File: src/rtl/uart_tx_dev.sv
// uart_tx_dev -- memory-mapped 8N1 UART transmitter for the bridge device bus.
//
// CPU stores to DATA are queued in a small byte FIFO. The transmitter
// serialises the queued bytes onto txd, LSB first, with one start bit and
// one stop bit. A level IRQ is raised once the FIFO has drained and the
// line has gone idle.
//
// Register map (byte offset, selected by Addr[3:2]):
//   0x0 DATA   : write pushes DataI[7:0]; reads 0
//   0x4 STATUS : {27'b0, ovf, busy, empty, full, 1'b0}; any write clears ovf
//   0x8 CTRL   : {irq_en, tx_en} in bits [1:0]
//   0xC DIV    : bits [15:0]; bit period = DIV+1 clocks
//
// Optional build macro UART_TX_PARITY_EN:
//   defined   -> CTRL bit2 = parity_odd; a parity bit (^byte ^ parity_odd)
//                is inserted between the data bits and the stop bit.
//   undefined -> CTRL bit2 reads 0 and ignores writes; plain 8N1 frames.
//
// Ports:
//   clk    in   system clock
//   reset  in   synchronous, active-high reset
//   Addr   in   [3:2] register select from the bridge
//   WE     in   write enable from the bridge
//   DataI  in   [31:0] write data
//   DataO  out  [31:0] read data, combinational on Addr
//   IRQ    out  level interrupt request (registered)
//   txd    out  serial output, idle high (registered)
module uart_tx_dev #(
  parameter int          FIFO_AW  = 3,
  parameter logic [15:0] DIV_INIT = 16'd15
) (
  input  logic        clk,
  input  logic        reset,
  input  logic [3:2]  Addr,
  input  logic        WE,
  input  logic [31:0] DataI,
  output logic [31:0] DataO,
  output logic        IRQ,
  output logic        txd
);

  localparam int DEPTH = 1 << FIFO_AW;
  localparam logic [FIFO_AW:0]   COUNT_FULL = {1'b1, {FIFO_AW{1'b0}}};
  localparam logic [FIFO_AW:0]   COUNT_ZERO = {(FIFO_AW+1){1'b0}};
  localparam logic [FIFO_AW:0]   COUNT_ONE  = {{FIFO_AW{1'b0}}, 1'b1};
  localparam logic [FIFO_AW-1:0] PTR_ONE    = {{(FIFO_AW-1){1'b0}}, 1'b1};

`ifdef UART_TX_PARITY_EN
  localparam logic [2:0] CTRL_MASK = 3'b111;
`else
  localparam logic [2:0] CTRL_MASK = 3'b011;
`endif

  typedef enum logic [2:0] {
    ST_IDLE   = 3'd0,
    ST_START  = 3'd1,
    ST_DATA   = 3'd2,
    ST_PARITY = 3'd3,
    ST_STOP   = 3'd4
  } state_t;

`ifdef UART_TX_PARITY_EN
  function automatic logic parity_bit(input logic [7:0] b, input logic odd);
    return (^b) ^ odd;
  endfunction
`endif

  logic [7:0]         mem_r [DEPTH];
  logic [FIFO_AW-1:0] wr_ptr_r, rd_ptr_r;
  logic [FIFO_AW:0]   count_r;
  logic [2:0]         ctrl_r;
  logic [15:0]        div_r;
  logic               ovf_r;
  state_t             state_r, state_nxt_s;
  logic [7:0]         shift_r;
  logic [15:0]        period_r, baud_r;
  logic [2:0]         bitcnt_r;
  logic               txd_r, irq_r;

  logic       full_s, empty_s, busy_s, push_req_s, push_s, pop_s, bit_end_s;
  logic       txd_nxt_s, last_bit_s;
  logic [2:0] bit_nxt_s;
  logic       unused_s;

  assign unused_s = ^DataI[31:16];
  assign txd      = txd_r;
  assign IRQ      = irq_r;

  // Bus decode, FIFO flags (pre-edge count) and bit-cell timing
  always_comb begin
    full_s     = (count_r == COUNT_FULL);
    empty_s    = (count_r == COUNT_ZERO);
    busy_s     = (state_r != ST_IDLE);
    push_req_s = WE && (Addr == 2'd0);
    push_s     = push_req_s && !full_s;
    // Pop only from IDLE; a byte pushed this cycle is not yet visible here.
    pop_s      = (state_r == ST_IDLE) && ctrl_r[0] && !empty_s;
    bit_end_s  = (baud_r == period_r);
    bit_nxt_s  = bitcnt_r + 3'd1;
`ifdef UART_TX_PARITY_EN
    last_bit_s = parity_bit(shift_r, ctrl_r[2]);
`else
    last_bit_s = 1'b1;
`endif
  end

  // Next-state logic
  always_comb begin
    state_nxt_s = state_r;
    case (state_r)
      ST_IDLE:  if (pop_s) state_nxt_s = ST_START; else state_nxt_s = ST_IDLE;
      ST_START: if (bit_end_s) state_nxt_s = ST_DATA; else state_nxt_s = ST_START;
      ST_DATA: begin
        if (bit_end_s && (bitcnt_r == 3'd7)) begin
`ifdef UART_TX_PARITY_EN
          state_nxt_s = ST_PARITY;
`else
          state_nxt_s = ST_STOP;
`endif
        end else begin
          state_nxt_s = ST_DATA;
        end
      end
      ST_PARITY: if (bit_end_s) state_nxt_s = ST_STOP; else state_nxt_s = ST_PARITY;
      ST_STOP:   if (bit_end_s) state_nxt_s = ST_IDLE; else state_nxt_s = ST_STOP;
      default:   state_nxt_s = ST_IDLE;
    endcase
  end

  // Output logic: value txd takes after the coming edge
  always_comb begin
    txd_nxt_s = txd_r;
    case (state_r)
      ST_IDLE:  if (pop_s) txd_nxt_s = 1'b0; else txd_nxt_s = 1'b1;
      ST_START: if (bit_end_s) txd_nxt_s = shift_r[0]; else txd_nxt_s = 1'b0;
      ST_DATA: begin
        if (!bit_end_s) begin
          txd_nxt_s = shift_r[bitcnt_r];
        end else if (bitcnt_r == 3'd7) begin
          // After bit 7 comes the parity bit if built in, else the stop bit.
          txd_nxt_s = last_bit_s;
        end else begin
          txd_nxt_s = shift_r[bit_nxt_s];
        end
      end
      ST_PARITY: if (bit_end_s) txd_nxt_s = 1'b1; else txd_nxt_s = txd_r;
      ST_STOP:   txd_nxt_s = 1'b1;
      default:   txd_nxt_s = 1'b1;
    endcase
  end

  // Register readback, combinational on Addr
  always_comb begin
    DataO = 32'd0;
    case (Addr)
      2'd0:    DataO = 32'd0;
      2'd1:    DataO = {27'd0, ovf_r, busy_s, empty_s, full_s, 1'b0};
      2'd2:    DataO = {29'd0, ctrl_r};
      2'd3:    DataO = {16'd0, div_r};
      default: DataO = 32'd0;
    endcase
  end

  // State register with bit timer, latched frame byte/period and txd
  always_ff @(posedge clk) begin
    if (reset) begin
      state_r  <= ST_IDLE;
      txd_r    <= 1'b1;
      shift_r  <= 8'd0;
      period_r <= 16'd0;
      baud_r   <= 16'd0;
      bitcnt_r <= 3'd0;
    end else begin
      state_r <= state_nxt_s;
      txd_r   <= txd_nxt_s;
      if (pop_s) begin
        // Period is latched per frame so DIV writes only affect later frames.
        shift_r  <= mem_r[rd_ptr_r];
        period_r <= div_r;
        baud_r   <= 16'd0;
        bitcnt_r <= 3'd0;
      end else if (busy_s) begin
        if (bit_end_s) begin
          baud_r <= 16'd0;
          if (state_r == ST_DATA) begin
            bitcnt_r <= bit_nxt_s;
          end
        end else begin
          baud_r <= baud_r + 16'd1;
        end
      end
    end
  end

  // FIFO pointers/count, control registers, overflow flag and IRQ
  always_ff @(posedge clk) begin
    if (reset) begin
      wr_ptr_r <= {FIFO_AW{1'b0}};
      rd_ptr_r <= {FIFO_AW{1'b0}};
      count_r  <= COUNT_ZERO;
      ctrl_r   <= 3'd0;
      div_r    <= DIV_INIT;
      ovf_r    <= 1'b0;
      irq_r    <= 1'b0;
    end else begin
      if (push_s) wr_ptr_r <= wr_ptr_r + PTR_ONE;
      if (pop_s)  rd_ptr_r <= rd_ptr_r + PTR_ONE;
      if (push_s && !pop_s) begin
        count_r <= count_r + COUNT_ONE;
      end else if (pop_s && !push_s) begin
        count_r <= count_r - COUNT_ONE;
      end
      // Full is judged on the pre-edge count, so a same-cycle pop does not
      // rescue a push into a full FIFO.
      if (push_req_s && full_s) begin
        ovf_r <= 1'b1;
      end else if (WE && (Addr == 2'd1)) begin
        ovf_r <= 1'b0;
      end
      if (WE && (Addr == 2'd2)) ctrl_r <= DataI[2:0] & CTRL_MASK;
      if (WE && (Addr == 2'd3)) div_r  <= DataI[15:0];
      // Sampled from the settled registers, so IRQ lags its conditions by one clock.
      irq_r <= ctrl_r[1] && empty_s && !busy_s;
    end
  end

  // FIFO storage; contents are only meaningful under count_r, so no reset
  always_ff @(posedge clk) begin
    if (push_s) mem_r[wr_ptr_r] <= DataI[7:0];
  end

endmodule
File: config.mk
export PLATFORM = sky130hd
export DESIGN_NAME = uart_tx_dev
export DESIGN_NICKNAME = d
export VERILOG_FILES = /design/src/rtl/uart_tx_dev.sv
export SDC_FILE = /design/constraint.sdc
export NUM_CORES = 1
export LEC_CHECK = 0
export ABC_AREA = 1
export BUFFER_PORTS_ARGS = -buffer_cell sky130_fd_sc_hd__buf_2
export CORE_ASPECT_RATIO = 1.4
export CORE_MARGIN = 2
export CORE_UTILIZATION = 53
export CTS_CLUSTER_DIAMETER = 200
export DETAILED_ROUTE_END_ITERATION = 8
export GPL_TIMING_DRIVEN = 0
export PLACE_DENSITY = 0.72
export SLEW_MARGIN = 25
export SYNTH_ARGS = -nofsm -noshare
export SYNTH_HDL_FRONTEND = slang
export SYNTH_SLANG_ARGS = --single-unit
File: constraint.sdc
create_clock -name clk -period 2 [get_ports clk]
set_clock_uncertainty 0.05 [all_clocks]
set_input_delay 0.3 -clock clk [delete_from_list [all_inputs] [get_ports clk]]
set_output_delay 0.3 -clock clk [all_outputs]
set_load 0.05 [all_outputs]
==> PnR_summary.wiki <==
{| class="wikitable"
! Metric !! Value
|-
| Result of the run || finished, violations left
|-
| Violated checks || setup timing
|-
| Largest net degree at the start of global routing || 17
|-
| Biggest area contributors in the synthesized netlist || sky130_fd_sc_hd__edfxtp_1 31%, sky130_fd_sc_hd__dfxtp_1 25%, sky130_fd_sc_hd__nand2_1 7.1%
|-
| Placer congestion estimate || 0.8889
|-
| Count of flip-flops with a built-in enable after synthesis || 64
|-
| Insertion delay to the later sink of the worst-skew pair || 0.42 ns
|-
| Number of global-route vias before repair || slightly below 5000
|-
| Highest attainable clock frequency || 487.5 MHz
|-
| Share of layout cells above drive strength 1 || between 20% and 30%
|-
| Global-route usage over all layers || 24.37%
|-
| Number of synthesized register bits || roughly 140
|-
| H-tree level count || 4
|-
| TritonCTS clock tree || done
|-
| Diode count || 0
|-
| Standard cell area after detailed placement || 6735 um2
|-
| Worst min path class || input port to flop
|-
| Minimum period implied by the final worst setup slack || approximately 2.1 ns
|-
| Clock-pin slew of the registers on the worst-case setup and hold paths || ~0.06 ns
|-
| Post-Synthesis Cells || 710
|-
| Power per standard cell area || 961.2 nW/um2
|-
| Share of the core filled with cells || 65.10%
|-
| Die width || 95.93 um
|-
| Number of buffers added by the clock tree synthesis step || 17
|-
| Setup WS post-layout || -0.05128 ns
|-
| Maximum resistive drop on vdd || 0.0008752 V
|-
| Slew at the pin with the worst max-slew slack || 0.7458 ns
|-
| Total congestion overflow after global routing || 0
|-
| Combined buffer and inverter count along the critical path || 4
|-
| RSZ-0062 raised after global routing || true
|-
| Hold_ws || between 0.1 and 0.15 ns
|-
| Kind of cell adding the most delay to the critical path || simple AND/OR/NAND/NOR gates
|-
| Most frequent cell after synthesis || sky130_fd_sc_hd__nand2_1
|-
| CP arrival || 2.31 ns
|-
| Number of top-level design ports || 71
|-
| Post-synthesis area per instance || 8.832 um2
|-
| Cell accounting for the most synthesized area || sky130_fd_sc_hd__edfxtp_1
|-
| Total power || between 7 and 8 mW
|-
| Pins over their slew limit || 0
|-
| Reported max-cap violation count || 0
|-
| Commonest cells in the netlist || 119 x sky130_fd_sc_hd__nand2_1, 82 x sky130_fd_sc_hd__inv_1, 81 x sky130_fd_sc_hd__nor2_1, 79 x sky130_fd_sc_hd__o21ai_0, 77 x sky130_fd_sc_hd__dfxtp_1
|-
| Post-synthesis cell area || 6271 um2
|-
| Drt drc || 0
|-
| Syn-to-layout area delta || 21.49%
|-
| Cell seen most often among critical-path stages || sky130_fd_sc_hd__inv_4
|-
| Port bufs || 38
|-
| Remaining number of nets flagged by the antenna check after routing || 0
|-
| Post-synthesis async set-or-reset flop share || 0%
|-
| Yosys warnings || 0
|-
| Sequential-to-total area share from yosys stat || 55.23%
|-
| Count of vias placed by the detailed router || 5188
|-
| First-pass DRT Iterations || 5
|-
| Cell total after placement || 910
|-
| Crit Path Category || flop to flop
|-
| CTS max path bufs || 2
|-
| Total of endpoints with negative setup slack in the final report || 1
|-
| Effective utilization at floorplan || 53.59%
|-
| Global-route wire length before repair || 23400 um
|-
| FF-to-FF Start || state_r[1]
|-
| Count of hold buffers inserted by post-cts repair || 0
|-
| Crit share post-route || 102.6%
|-
| Cells along the critical path || inv_2, nand2_4, nor2_4, inv_4, nor2_4, inv_4, ha_4, inv_4, ha_4, nand2_2, nand2_2, a21oi_2, nor2_1, nor2_1, nand2_1, o21ai_1, a21oi_1
|-
| Capturing element type of the critical path || flop
|-
| Data required time of the worst path || 2.26 ns
|-
| Chip height || ~130 um
|-
| Post-DR wirelength/cell || about 16 um
|-
| Std cell rows || 47
|-
| Drt via density || between 5 and 6
|-
| Worst slew margin relative to its limit || between 50% and 60%
|-
| Critical Path Slowest Stage Cell || sky130_fd_sc_hd__dfxtp_2
|-
| DP HPWL || 10470 um
|-
| Final setup TNS || -0.05128 ns
|-
| Fraction of synthesized cell area taken by the top area cell type || 30.65%
|-
| Routed Wire Length || between 10000 and 15000 um
|-
| Final count of hold timing violations || 0
|-
| Non-Filler Cell Area, Final || about 7600 um2
|-
| Worst-path fanout max || 3
|-
| Final net count || 847
|-
| Post-place setup slack || -0.3193 ns
|-
| Antenna violations before repair || 0
|-
| Starting DRT DRC Count || 285
|-
| Clock Root Buffer || sky130_fd_sc_hd__clkbuf_16
|-
| Number of sinks driven by the clock tree || 141
|-
| Setup crit start kind || flop
|-
| Startpoint of the worst hold path || DataI[11]
|-
| Static power due to leakage || around 2.9 nW
|-
| Die outline area || 12730 um2
|-
| Number of different library cells in the post-synthesis netlist || 38
|-
| Post-synth top flop || sky130_fd_sc_hd__dfxtp_1
|-
| Core box area || 11700 um2
|-
| Final Instance Count excl. Fillers || 961
|-
| Worst setup path startpoint || state_r[1]
|-
| Max incr delay on CP || 0.33 ns
|}
[worst register-to-register path, cell delays in order, from the launching register on]
cell and delay [ns]:
sky130_fd_sc_hd__dfxtp_2 0.33, sky130_fd_sc_hd__inv_2 0.07, sky130_fd_sc_hd__nand2_4 0.06, sky130_fd_sc_hd__nor2_4 0.13, sky130_fd_sc_hd__inv_4 0.05, sky130_fd_sc_hd__nor2_4 0.11, sky130_fd_sc_hd__inv_4 0.06, sky130_fd_sc_hd__ha_4 0.16
sky130_fd_sc_hd__inv_4 0.06, sky130_fd_sc_hd__ha_4 0.19, sky130_fd_sc_hd__nand2_2 0.06, sky130_fd_sc_hd__nand2_2 0.06, sky130_fd_sc_hd__a21oi_2 0.18, sky130_fd_sc_hd__nor2_1 0.06, sky130_fd_sc_hd__nor2_1 0.08, sky130_fd_sc_hd__nand2_1 0.07
sky130_fd_sc_hd__o21ai_1 0.12, sky130_fd_sc_hd__a21oi_1 0.05
[cells by family (layout without fill, tap and decap cells)]
logic type      count (synthesis)  count (layout)  synth area share, %
fa+ha+maj                       9               9                1.915
flops                         141             141                55.23
other cells                     1              16              0.05980
buf+inv                       126             215                8.958
simple gates                  256             256                17.78
compound gates                169             169                14.94
xor+xnor                        8               8                1.117
[layer usage]
layer / GRT usage, % / wire (um) / up-vias / part of all wire [%]
met5: 0 / 0 / - / 0
met4: 11.75 / 485 / 0 / 3.2
met3: 5.979 / 985 / 46 / 6.6
met2: 42.85 / 8038 / 204 / 54
met1: 26.82 / 5483 / 2402 / 37
li1: - / - / 2536 / -
[cell usage in the layout, fill, tap and decap left out, types with 7 or more instances in the layout]
cell,synthesis,routed
sky130_fd_sc_hd__a21oi_1,44,43
sky130_fd_sc_hd__nor2_2,5,7
sky130_fd_sc_hd__o21ai_0,79,78
sky130_fd_sc_hd__nand2_1,119,114
sky130_fd_sc_hd__o22ai_1,31,31
sky130_fd_sc_hd__buf_4,17,37
sky130_fd_sc_hd__xor2_1,8,8
sky130_fd_sc_hd__clkbuf_1,15,15
sky130_fd_sc_hd__buf_2,2,39
sky130_fd_sc_hd__dfxtp_1,77,70
sky130_fd_sc_hd__nor3_1,10,10
sky130_fd_sc_hd__clkbuf_16,0,17
sky130_fd_sc_hd__edfxtp_1,64,64
sky130_fd_sc_hd__nor2_4,5,7
sky130_fd_sc_hd__nand3_1,18,16
sky130_fd_sc_hd__o221ai_1,9,9
sky130_fd_sc_hd__nor2_1,81,77
sky130_fd_sc_hd__inv_1,82,75
sky130_fd_sc_hd__conb_1,1,16
sky130_fd_sc_hd__inv_2,6,10
[final timing paths]
kind / endpoint / slack (ns) / depth (start not counted)
worst max-delay path: count_r[3] / -0.05 / 17
worst min-delay path: div_r[11] / 0.11 / 3
worst max register to register: count_r[3] / -0.05 / 17
worst min register to register: div_r[7] / 0.43 / 2
[report_power, final]
group	switching, mW	leakage, nW	internal [mW]	total (mW)
Sequential	0.0369	1.20	3.08	3.11
Combinational	0.529	1.43	0.260	0.789
Clock	1.21	0.299	2.21	3.42
Total	1.77	2.93	5.55	7.32
[layout make-up]
type                            count  area [um2]
Clock inverter                     14       216.5
Buffer                             38       232.7
Fill cell                         945        4084
Clock buffer                       18       429.2
Multi-Input combinational cell    458        2406
Inverter                           88       337.8
Sequential cell                   141        3477
Timing Repair Buffer               57       335.3
Tap cell                          147       183.9
[repair_timing]
action | CTS | global route
gates resized for setup | 21 | 11
setup buffers | 14 | 5
pin swaps | 14 | 10
endpoints found under the setup margin | 35 | 38
[flip-flops by register name (all words and copies together) (netlist names)]
register / count
state_r: 3
div_r: 16
wr_ptr_r: 3
rd_ptr_r: 3
baud_r: 16
ctrl_r: 2
count_r: 4
shift_r: 8
period_r: 16
mem_r: 64
ovf_r: 1
txd: 1
bitcnt_r: 3
IRQ: 1
No activity file was read; power rests on OpenSTA's default activity.
